$ cat src/rtl/prog_loader.sv
// Boot-time program loader. It receives a framed byte stream, packs the
// payload into big-endian 32-bit words, and writes each word into the
// instruction memory. The CPU stays in reset until the image has landed
// and its XOR checksum has matched.
module prog_loader #(
  parameter int unsigned ADDR_W = 10
) (
  input  logic              clk,
  input  logic              rst,
  input  logic [7:0]        rx_data,
  input  logic              rx_valid,
  output logic              rx_ready,
  output logic              imem_wen,
  output logic [ADDR_W-1:0] imem_addr,
  output logic [31:0]       imem_wdata,
  output logic              cpu_rst,
  output logic              done,
  output logic              err,
  output logic [ADDR_W:0]   words_loaded
);

  typedef enum logic [2:0] {HDR0, HDR1, DATA, CHK, DONE, ERR} state_t;

  localparam logic [31:0] CAPACITY = 32'(1) << ADDR_W;

  state_t              state_q, state_d;
  logic                rx_ready_q, rx_ready_d;
  logic [15:0]         n_q, n_d;
  logic [7:0]          xor_q, xor_d;
  logic [1:0]          byte_cnt_q, byte_cnt_d;
  logic [23:0]         asm_q, asm_d;
  logic [ADDR_W-1:0]   word_idx_q, word_idx_d;
  logic                imem_wen_q, imem_wen_d;
  logic [ADDR_W-1:0]   imem_addr_q, imem_addr_d;
  logic [31:0]         imem_wdata_q, imem_wdata_d;
  logic [ADDR_W:0]     words_loaded_q, words_loaded_d;

  logic                accept;
  logic [15:0]         n_full;
  logic                last_word;

  assign accept    = rx_valid && rx_ready_q;
  assign n_full    = {n_q[15:8], rx_data};
  assign last_word = (32'(words_loaded_q) + 32'd1) == 32'(n_q);

  // Next-state, datapath and write-port computation for one accepted byte
  always_comb begin
    state_d        = state_q;
    n_d            = n_q;
    xor_d          = xor_q;
    byte_cnt_d     = byte_cnt_q;
    asm_d          = asm_q;
    word_idx_d     = word_idx_q;
    imem_wen_d     = 1'b0;
    imem_addr_d    = imem_addr_q;
    imem_wdata_d   = imem_wdata_q;
    words_loaded_d = words_loaded_q;

    case (state_q)
      HDR0: begin
        if (accept) begin
          n_d[15:8] = rx_data;
          xor_d     = xor_q ^ rx_data;
          state_d   = HDR1;
        end
      end
      HDR1: begin
        if (accept) begin
          n_d   = n_full;
          xor_d = xor_q ^ rx_data;
          if (32'(n_full) > CAPACITY) begin
            state_d = ERR;
          end else if (n_full == 16'd0) begin
            state_d = CHK;
          end else begin
            state_d = DATA;
          end
        end
      end
      DATA: begin
        if (accept) begin
          xor_d      = xor_q ^ rx_data;
          asm_d      = {asm_q[15:0], rx_data};
          byte_cnt_d = byte_cnt_q + 2'd1;
          if (byte_cnt_q == 2'd3) begin
            imem_wen_d     = 1'b1;
            imem_addr_d    = word_idx_q;
            imem_wdata_d   = {asm_q, rx_data};
            word_idx_d     = word_idx_q + ADDR_W'(1);
            words_loaded_d = words_loaded_q + (ADDR_W+1)'(1);
            if (last_word) begin
              state_d = CHK;
            end
          end
        end
      end
      CHK: begin
        if (accept) begin
          state_d = (rx_data == xor_q) ? DONE : ERR;
        end
      end
      default: ;
    endcase

    rx_ready_d = (state_d == HDR0) || (state_d == HDR1) ||
                 (state_d == DATA) || (state_d == CHK);
  end

  // State and datapath registers with synchronous reset
  always_ff @(posedge clk) begin
    if (rst) begin
      state_q        <= HDR0;
      rx_ready_q     <= 1'b0;
      n_q            <= '0;
      xor_q          <= '0;
      byte_cnt_q     <= '0;
      asm_q          <= '0;
      word_idx_q     <= '0;
      imem_wen_q     <= 1'b0;
      imem_addr_q    <= '0;
      imem_wdata_q   <= '0;
      words_loaded_q <= '0;
    end else begin
      state_q        <= state_d;
      rx_ready_q     <= rx_ready_d;
      n_q            <= n_d;
      xor_q          <= xor_d;
      byte_cnt_q     <= byte_cnt_d;
      asm_q          <= asm_d;
      word_idx_q     <= word_idx_d;
      imem_wen_q     <= imem_wen_d;
      imem_addr_q    <= imem_addr_d;
      imem_wdata_q   <= imem_wdata_d;
      words_loaded_q <= words_loaded_d;
    end
  end

  assign rx_ready     = rx_ready_q;
  assign imem_wen     = imem_wen_q;
  assign imem_addr    = imem_addr_q;
  assign imem_wdata   = imem_wdata_q;
  assign words_loaded = words_loaded_q;
  assign done         = (state_q == DONE);
  assign err          = (state_q == ERR);
  assign cpu_rst      = (state_q != DONE);

endmodule

$ cat config.mk
export PLATFORM = sky130hd
export DESIGN_NAME = prog_loader
export DESIGN_NICKNAME = d
export VERILOG_FILES = /design/src/rtl/prog_loader.sv
export SDC_FILE = /design/constraint.sdc
export NUM_CORES = 1
export LEC_CHECK = 0
export CAP_MARGIN = 0
export CORE_ASPECT_RATIO = 1.1
export CORE_MARGIN = 2
export CORE_UTILIZATION = 51
export CTS_BUF_LIST = sky130_fd_sc_hd__clkbuf_2
export DETAILED_ROUTE_END_ITERATION = 12
export HOLD_SLACK_MARGIN = 0.02
export PLACE_DENSITY = 0.78
export SLEW_MARGIN = 20
export SYNTH_ARGS = -nofsm -noshare
export SYNTH_HDL_FRONTEND = slang
export SYNTH_SLANG_ARGS = --single-unit
export TNS_END_PERCENT = 5
$ cat constraint.sdc
create_clock -name clk -period 2.2 [get_ports clk]
set_clock_uncertainty 0.05 [all_clocks]
set_input_delay 0.33 -clock clk [delete_from_list [all_inputs] [get_ports clk]]
set_output_delay 0.33 -clock clk [all_outputs]
set_load 0.03 [all_outputs]
==> flow_summary.toml, run 1 <==
[power]
p_per_area_mw_per_mm2 = 662
p_total_uw = 4050
pwr-share-seq_pct = 54.2
p_int_uw = 2940
clockPowerShare_pct = 39.6
p_switching_uw = 1110
p_leak_uw = 0.00258
ir_worst_vdd_mv = 0.470
netSwitchingFraction_pct = 27.4
pwr-share-comb_pct = 6.1

[critical_path]
path_delay_family = "flip-flops"
path_buf_inv = 1
start_kind = "flip-flop"
crit_type = "flip-flop to primary output"
cp-end-kind = "primary output"
cp_max_fo = 7
path_cells = "and3_1 > clkdlybuf4s15_1"
critPathMaxStageDelay_ns = 0.48
arrival_ns = 1.77
cp_slowest_cell = "dfxtp_1"
cp_data_required_time_ns = 1.82

[clocking]
h-tree-depth = 4
cts_tree = "done"
cts.sinks = 118
clockBufferDepth = 2
cts-root-buf = "clkbuf_2"
clock_latency_ns = 0.68
clkTransAtPathRegs_ns = 0.20
post-cts-setup-buffer-count = 0
cts_buffers = 17

[layout]
antenna_cells = 0
fill_cells = 800
layout.nets = 696
final_cells = 812
drive_gt1_share_pct = 11.1
syn2layout_area_growth_pct = 24.8

[yosys]
mappedNetlistNets = 626
ys_ff_latch = 118
synth_cell_types = 44
synth-main-ff-cell = "dfxtp_1"
synth_top_area_share_pct = 48.2
synthMostInstantiatedCell = "nand2_1"
yosysWarnings = 0
postSynthCellCount = 612
avgSynthCellArea_sq_um = 8.00
synth_edf_count = 0
synth_seq_area_share_pct = 48.2
async_flop_share_pct = 0
synth_common_cells = "nand2_1 (169), dfxtp_1 (118), a21oi_1 (86)"
synth_top_cell_by_area = "dfxtp_1"
synth_area_leaders = "dfxtp_1 (48%), nand2_1 (13%), a21oi_1 (8.8%), xor2_1 (4.8%), nor2_1 (3.4%)"
synth_area_sq_mm = 0.00490

[timing]
fin_crit_ns = 2.15
worstMarginPinSlew_ns = 0.491
rsz0062_at_grt = "yes"
drv_slew = 0
hold_viol_final = 0
whs_ns = 0.355
fin_crit_sh_pct = 97.9
max_freq_mhz = 464
relSlewSlack_pct = 67.3
totalNegativeSetupSlack_ns = 0
setup_viol = 0

[global_routing]
grt_max_degree = 118
grt_pass1_vias = 4130
grt_overflow = 0
grt_usage_pct = 23.3
antenna_found_initial = 0
grt_first_pass_wirelength_um = 19700

[placed_design]
dp.cells = 779
port_buffers = 68
gp_congestion = 0.894
dp_hpwl_um = 8070

[floorplanning]
rows = 37
die_h_um = 107
die-area_sq_mm = 0.0104
initial_core_util_pct = 52.4
core_sq_mm = 0.00935
boundaryPins = 69
die_w_um = 97.4

[job]
drv_cap = 0

[detailed_routing]
drt_iter0_drc = 314
routed-via-count = 4395
wl_per_cell_um = 14.9
antenna_left = 0
drc_errors = 0
drt-vias-per-instance = 5.41
first_pass_iters = 6
drt_wl_total_um = 12100

[outcome]
status = "finished clean"

[worst_hold_path]
hold_class = "input port to flip-flop"
sequential cells by signal, summed over array words and instances, names as in the netlist, named ones only:
register	count
xor_q	8
n_q	16
rx_ready	1
byte_cnt_q	2
asm_q	24
imem_wen	1
word_idx_q	10
words_loaded	11
imem_wdata	32
imem_addr	10
layout by cell type, fill, tap and decap left out, drive strengths merged, types with 7 or more instances in the layout:
cell type	count
nor4	8
inv	14
nand2	169
dlymetal6s2s	23
o21ai	7
buf	32
xnor2	19
a21oi	86
nor2	46
clkdlybuf4s50	29
mux2i	8
xor2	27
nand3	21
clkbuf	18
dfxtp	118
nand4	7
dlygate4sd2	12
layer usage:
metal	GRT usage (%)	vias to the layer above	wire length, um
met1	31.1	2085	5350
met3	5.80	17	712
li1	-	2163	-
met5	0	-	0
met2	37.8	130	5860
met4	6.65	0	145
logic make-up after synthesis:
family | share of synthesized area [%]
AO/OA/AOI/OAI | 11.0
XOR/XNOR | 8.23
adder cells (fa/ha/maj) | 1.18
buffers and inverters | 4.50
flip-flops | 48.2
multiplexers | 2.33
AND/OR/NAND/NOR | 24.6
worst register-to-register path: stages, from the launching register on:
cell     delay [ns]
dfxtp_2        0.42
ha_1           0.22
nand3_1        0.15
nor2_2         0.18
mux2_1         0.33
a311o_1        0.34
a21oi_1        0.18
o31ai_1        0.10
through the flow:
stage	utilization (%)	setup slack (ns)	cell area, sq um
2_1_floorplan	-	0.0322	4900
3_3_place_gp	61.9	0.0597	5780
3_5_place_dp	61.9	-0.00402	5780
4_1_cts	64.8	0.00760	6060
5_1_grt	65.4	-0.0153	6110
6_report	65.4	0.0467	6110
timing repair:
item	CTS	global route
hold buffers	1	0
endpoints found under the hold margin	1	0
setup endpoints to repair	14	25
resized for setup	16	26
final cells by class:
cell class                 count  area (sq um)  area share [%]
clock buffer                  17          85.1            1.39
clock inverter                15           193            3.15
inverter                       7          26.3           0.430
multi-input combinational    439          2320            38.0
sequential                   118          2370            38.7
tap                          117           146            2.40
timing repair buffer          99           973            15.9
power groups by stage:
stage	registers, uW	logic, uW	clock network [uW]
after global routing	2200	269	1720
after floorplan	2230	160	0
after detailed placement	2240	241	0
final	2190	247	1600
after global placement	2230	237	0
after CTS	2190	245	1620
worst paths after layout:
check	slack, ns	to	start	depth (start not counted)
setup reg to reg	0.14	flip-flop	words_loaded[1]	7
hold / removal	0.35	imem_wdata[5]	rx_data[5]	4
setup / recovery	0.05	err	flip-flop	2
hold reg to reg	0.42	imem_wdata[12]	imem_wdata[12]	2
Power figures use the tool's default switching activity.
==> run 2: changes to the inputs <==
--- a/config.mk
+++ b/config.mk
@@ -8,11 +8,10 @@
 export CAP_MARGIN = 0
 export CORE_ASPECT_RATIO = 1.1
 export CORE_MARGIN = 2
-export CORE_UTILIZATION = 51
+export CORE_UTILIZATION = 30
 export CTS_BUF_LIST = sky130_fd_sc_hd__clkbuf_2
 export DETAILED_ROUTE_END_ITERATION = 12
 export HOLD_SLACK_MARGIN = 0.02
-export PLACE_DENSITY = 0.78
 export SLEW_MARGIN = 20
 export SYNTH_ARGS = -nofsm -noshare
 export SYNTH_HDL_FRONTEND = slang
==> run 2 against run 1 <==
  * Via count fell by 3.8%
  * Register-to-register slack improved by 0.05 ns
  * Worst setup slack improved by 0.056 ns
  * First-iteration DRC count fell by 30%
  * Highest routed layer unchanged
==> flow_summary.toml, run 2 (synthesized netlist as in run 1, its figures left out) <==
[floorplanning]
initial_core_util_pct = 30.3
die-area_sq_mm = 0.0174
die_h_um = 138
rows = 49
core_sq_mm = 0.0162
boundaryPins = 69
die_w_um = 126

[timing]
hold_viol_final = 0
max_freq_mhz = 477
totalNegativeSetupSlack_ns = 0
fin_crit_ns = 2.10
rsz0062_at_grt = "yes"
fin_crit_sh_pct = 95.3
worstMarginPinSlew_ns = 0.696
relSlewSlack_pct = 53.6
setup_viol = 0
drv_slew = 0

[detailed_routing]
drt-vias-per-instance = 4.67
drt_iter0_drc = 220
wl_per_cell_um = 13.8
antenna_left = 0
drc_errors = 0
drt_wl_total_um = 12500
routed-via-count = 4230
first_pass_iters = 4

[critical_path]
path_delay_family = "buffers and inverters"
start_kind = "flip-flop"
critPathMaxStageDelay_ns = 0.67
path_buf_inv = 1
path_cells = "clkdlybuf4s50_1"
cp_data_required_time_ns = 1.82
arrival_ns = 1.72
r2r_slack_ns = 0.19
crit_type = "flip-flop to primary output"
cp-end-kind = "primary output"
cp_max_fo = 2
cp_slowest_cell = "clkdlybuf4s50_1"

[global_routing]
grt_pass1_vias = 4082
grt_overflow = 0
grt_usage_pct = 14.8
antenna_found_initial = 1
grt_max_degree = 66
grt_first_pass_wirelength_um = 20600

[clocking]
cts_tree = "done"
h-tree-depth = 4
clkTransAtPathRegs_ns = 0.18
clockBufferDepth = 2
cts.sinks = 118
cts-root-buf = "clkbuf_2"
post-cts-setup-buffer-count = 0
clock_latency_ns = 0.69
cts_buffers = 17

[placed_design]
dp.cells = 874
port_buffers = 68
dp_hpwl_um = 8640
gp_congestion = 0.865

[layout]
final_common_cell = "nand2_1"
largest_register_ffs = 32
layout.nets = 704
drive_gt1_share_pct = 12.3
regArea_sq_mm = 0.00237
final_cells = 906
most-common-layout-cells = "nand2_1 (168), dfxtp_1 (114), a21oi_1 (86), nor2_1 (44), buf_4 (38)"
fill_cells = 1719
syn2layout_area_growth_pct = 27.3
multi_input_comb_area_sq_mm = 0.00234

[power]
p_leak_uw = 0.00275
ir_worst_vdd_mv = 0.216
p_per_area_mw_per_mm2 = 600
p_total_uw = 3740

[job]
drv_cap = 0

[outcome]
status = "finished clean"

[worst_hold_path]
hold_class = "input port to flip-flop"
run 2: stage by stage:
stage	utilization (%)	setup slack, ns	instance area (sq um)	hold slack (ns)
floorplan	-	0.0322	4900	0.381
global placement	36.8	-0.108	5950	0.392
detailed placement	36.8	-0.174	5950	0.394
CTS	38.0	-0.0176	6150	0.321
global route	38.5	-0.0105	6240	0.319
finish	38.5	0.103	6240	0.376
run 2: tightest hold or removal path, delay by kind of cell:
kind,cells,cell delay (ns)
AND/OR/NAND/NOR,1,0.06
AO/OA/AOI/OAI,1,0.05
buffers and inverters,2,0.65
run 2: path summary, 6_finish.rpt:
| check | end | cells after the start | from |
|---|---|---|---|
| hold / removal | asm_q[5] | 4 | rx_data[5] |
| setup / recovery | imem_wdata[31] | 1 | imem_wdata[31] |
| setup reg to reg | flip-flop | 7 | words_loaded[0] |
| hold reg to reg | imem_wdata[25] | 2 | asm_q[17] |
run 2: layout make-up:
| type | count | share of cell area, % |
|---|---|---|
| Sequential cell | 118 | 38.0 |
| Multi-Input combinational cell | 439 | 37.5 |
| Timing Repair Buffer | 107 | 16.7 |
| Tap cell | 204 | 4.09 |
| Clock inverter | 11 | 1.79 |
| Clock buffer | 19 | 1.52 |
| Inverter | 7 | 0.421 |
| Antenna cell | 1 | 0.0401 |
run 2: power by group:
| part | total (uW) | internal (uW) | switching, uW |
|---|---|---|---|
| Sequential | 2190 | 2170 | 23.4 |
| Combinational | 252 | 103 | 149 |
| Clock | 1300 | 502 | 799 |
| Total | 3740 | 2770 | 971 |
run 2: per-layer routing:
metal  GRT usage [%]  part of all wire [%]
met4            5.55                   1.4
met2            24.5                    49
met5               0                     0
met1            18.4                    46
met3            4.06                   3.5
run 2: timing repair:
action	4_1_cts	5_1_grt
endpoints found under the hold margin	1	0
pin swaps	0	0
hold buffers	1	0
setup endpoints to repair	19	35
resized for setup	26	37
==> run 3: changes to the inputs <==
--- a/config.mk
+++ b/config.mk
@@ -12,6 +12,7 @@
 export CTS_BUF_LIST = sky130_fd_sc_hd__clkbuf_2
 export DETAILED_ROUTE_END_ITERATION = 12
 export HOLD_SLACK_MARGIN = 0.02
+export SETUP_SLACK_MARGIN = 0.5
 export SLEW_MARGIN = 20
 export SYNTH_ARGS = -nofsm -noshare
 export SYNTH_HDL_FRONTEND = slang
==> run 3 against run 2 <==
  * Worst setup slack improved by 0.19 ns
  * Critical endpoint is now cpu_rst
  * Power increased by 9.5%
  * Non-clock buffer count increased by 2
  * Sequential power about the same
  * Cell area increased by 2.2%
  * Clock power increased by 26%
  * Critical path depth increased by 3
  * Hold slack got worse by 0.0012 ns
  * Core utilization increased by 0.87 points
  * Via count increased by 1.1%
  * Routed wire length increased by 2.6%
  * Largest cell class is now multi-input combinational cells
==> flow_summary.toml, run 3 (synthesized netlist as in run 1, its figures left out) <==
[outcome]
status = "finished clean"

[critical_path]
cp_data_required_time_ns = 1.82
cp_max_fo = 3
crit_type = "flip-flop to primary output"
cp-end-kind = "primary output"
critPathMaxStageDelay_ns = 0.37
path_cells = "buf_6 > nor2_4 > nand2_4 > buf_4"
cp_slowest_cell = "dfxtp_2"
r2r-start = "words_loaded[0]"
endpoint = "cpu_rst"
reg2regPathDepth = 7
start_kind = "flip-flop"
r2r_slack_ns = 0.31
arrival_ns = 1.53

[detailed_routing]
routed-via-count = 4275
drc_errors = 0
wl_per_cell_um = 14.1
drt_iter0_drc = 293
first_pass_iters = 5
drt_wl_total_um = 12900
drt-vias-per-instance = 4.70
antenna_left = 0

[global_routing]
busiest_layer = "met2"
met3_usage_pct = 3.75
grt_usage_pct = 15.0
antenna_found_initial = 1
grt_max_degree = 118
use_met1_pct = 18.9
grt_first_pass_wirelength_um = 20800
grt_pass1_vias = 4090
grt_use_met2_pct = 24.6
grt_overflow = 0

[timing]
whs_ns = 0.375
fin_crit_ns = 1.91
relSlewSlack_pct = 64.7
totalNegativeSetupSlack_ns = 0
setup_viol = 0
worstMarginPinSlew_ns = 0.529
drv_slew = 0
fin_crit_sh_pct = 86.6
timing.final.ws_setup_ns = 0.295
max_freq_mhz = 525
rsz0062_at_grt = "yes"
hold_viol_final = 0

[layout]
drive_gt1_share_pct = 17.2
final_cells = 910
layout.nets = 706
fin_util_pct = 39.4
syn2layout_area_growth_pct = 30.2
most-common-layout-cells = "nand2_1 (167), dfxtp_1 (101), a21oi_1 (86), nor2_1 (44), dlygate4sd2_1 (43)"
largest_register_ffs = 32
final_common_cell = "nand2_1"

[clocking]
cts_tree = "done"
clkTransAtPathRegs_ns = 0.20
cts_buffers = 17
clock_latency_ns = 0.67
h-tree-depth = 4
clockBufferDepth = 2
cts-root-buf = "clkbuf_2"
cts.sinks = 118

[floorplanning]
core_sq_mm = 0.0162
die_h_um = 138
die-area_sq_mm = 0.0174
boundaryPins = 69
rows = 49
initial_core_util_pct = 30.3
die_w_um = 126

[placed_design]
gp_congestion = 0.891
dp_hpwl_um = 8510
dp.cells = 868
port_buffers = 68
pre_cts_ws_ns = -0.0831

[job]
drv_cap = 0

[power]
ir_worst_vdd_mv = 0.359
p_leak_uw = 0.00239
p_per_area_mw_per_mm2 = 642

[worst_hold_path]
hold_class = "input port to flip-flop"
[run 3: cell count changes in the layout (fill, tap and decap cells not counted), moves of 8 or more]
cell and delta:
dlygate4sd2_1 +26, dfxtp_4 +8, buf_6 +10, clkdlybuf4s50_1 -8
dfxtp_1 -13, dlymetal6s2s_1 -30
[run 3: where the power goes]
| part | total [uW] | switching [uW] | internal [uW] |
|---|---|---|---|
| combinational | 270 | 155 | 114 |
| sequential | 2180 | 25.0 | 2160 |
| clock | 1640 | 890 | 753 |
| total | 4090 | 1070 | 3020 |
[run 3: what timing repair did]
action,4_1_cts,5_1_grt
resized for setup,120,11
hold buffers,1,0
endpoints found under the setup margin,120,121
pin swaps,3,4
hold endpoints to repair,1,0
buffers inserted,6,2
[run 3: worst min path at each step]
stage / startpoint / end / slack [ns] / depth (start not counted)
after detailed placement: n_q[14] / n_q[14] / 0.39 / 2
final: rx_data[7] / asm_q[7] / 0.38 / 4
after CTS: rx_data[7] / asm_q[7] / 0.31 / 4
after floorplan: n_q[14] / n_q[14] / 0.38 / 2
after global placement: n_q[14] / n_q[14] / 0.39 / 2
after global routing: rx_data[7] / asm_q[7] / 0.28 / 4
[run 3: per-layer routing]
metal	routed length [um]	vias to the layer above	share of wire [%]
met4	339	0	2.6
met2	6190	82	48
met1	5870	1990	46
li1	-	2180	-
met5	0	-	0
met3	468	23	3.6
[run 3: area by class of cell]
class                      instances  area (sq um)
fill                            1725          9810
inverter                           7          26.3
sequential                       118          2400
clock buffer                      17          85.1
multi-input combinational        439          2410
clock inverter                    15           201
antenna                            1          2.50
tap                              204           255
timing repair buffer             109           992
[run 3: critical path: cells and delay by family, from the launching register on]
kind | cells | cell delay, ns
buffers and inverters | 2 | 0.29
AND/OR/NAND/NOR | 2 | 0.20
flip-flops | 1 | 0.37
[run 3: per-stage QoR]
stage / power (uW) / area, sq um
6_report: 4090 / 6380
5_1_grt: 4280 / 6380
4_1_cts: 4140 / 6330
3_5_place_dp: 2480 / 5990
3_3_place_gp: 2480 / 5990
2_1_floorplan: 2390 / 5010
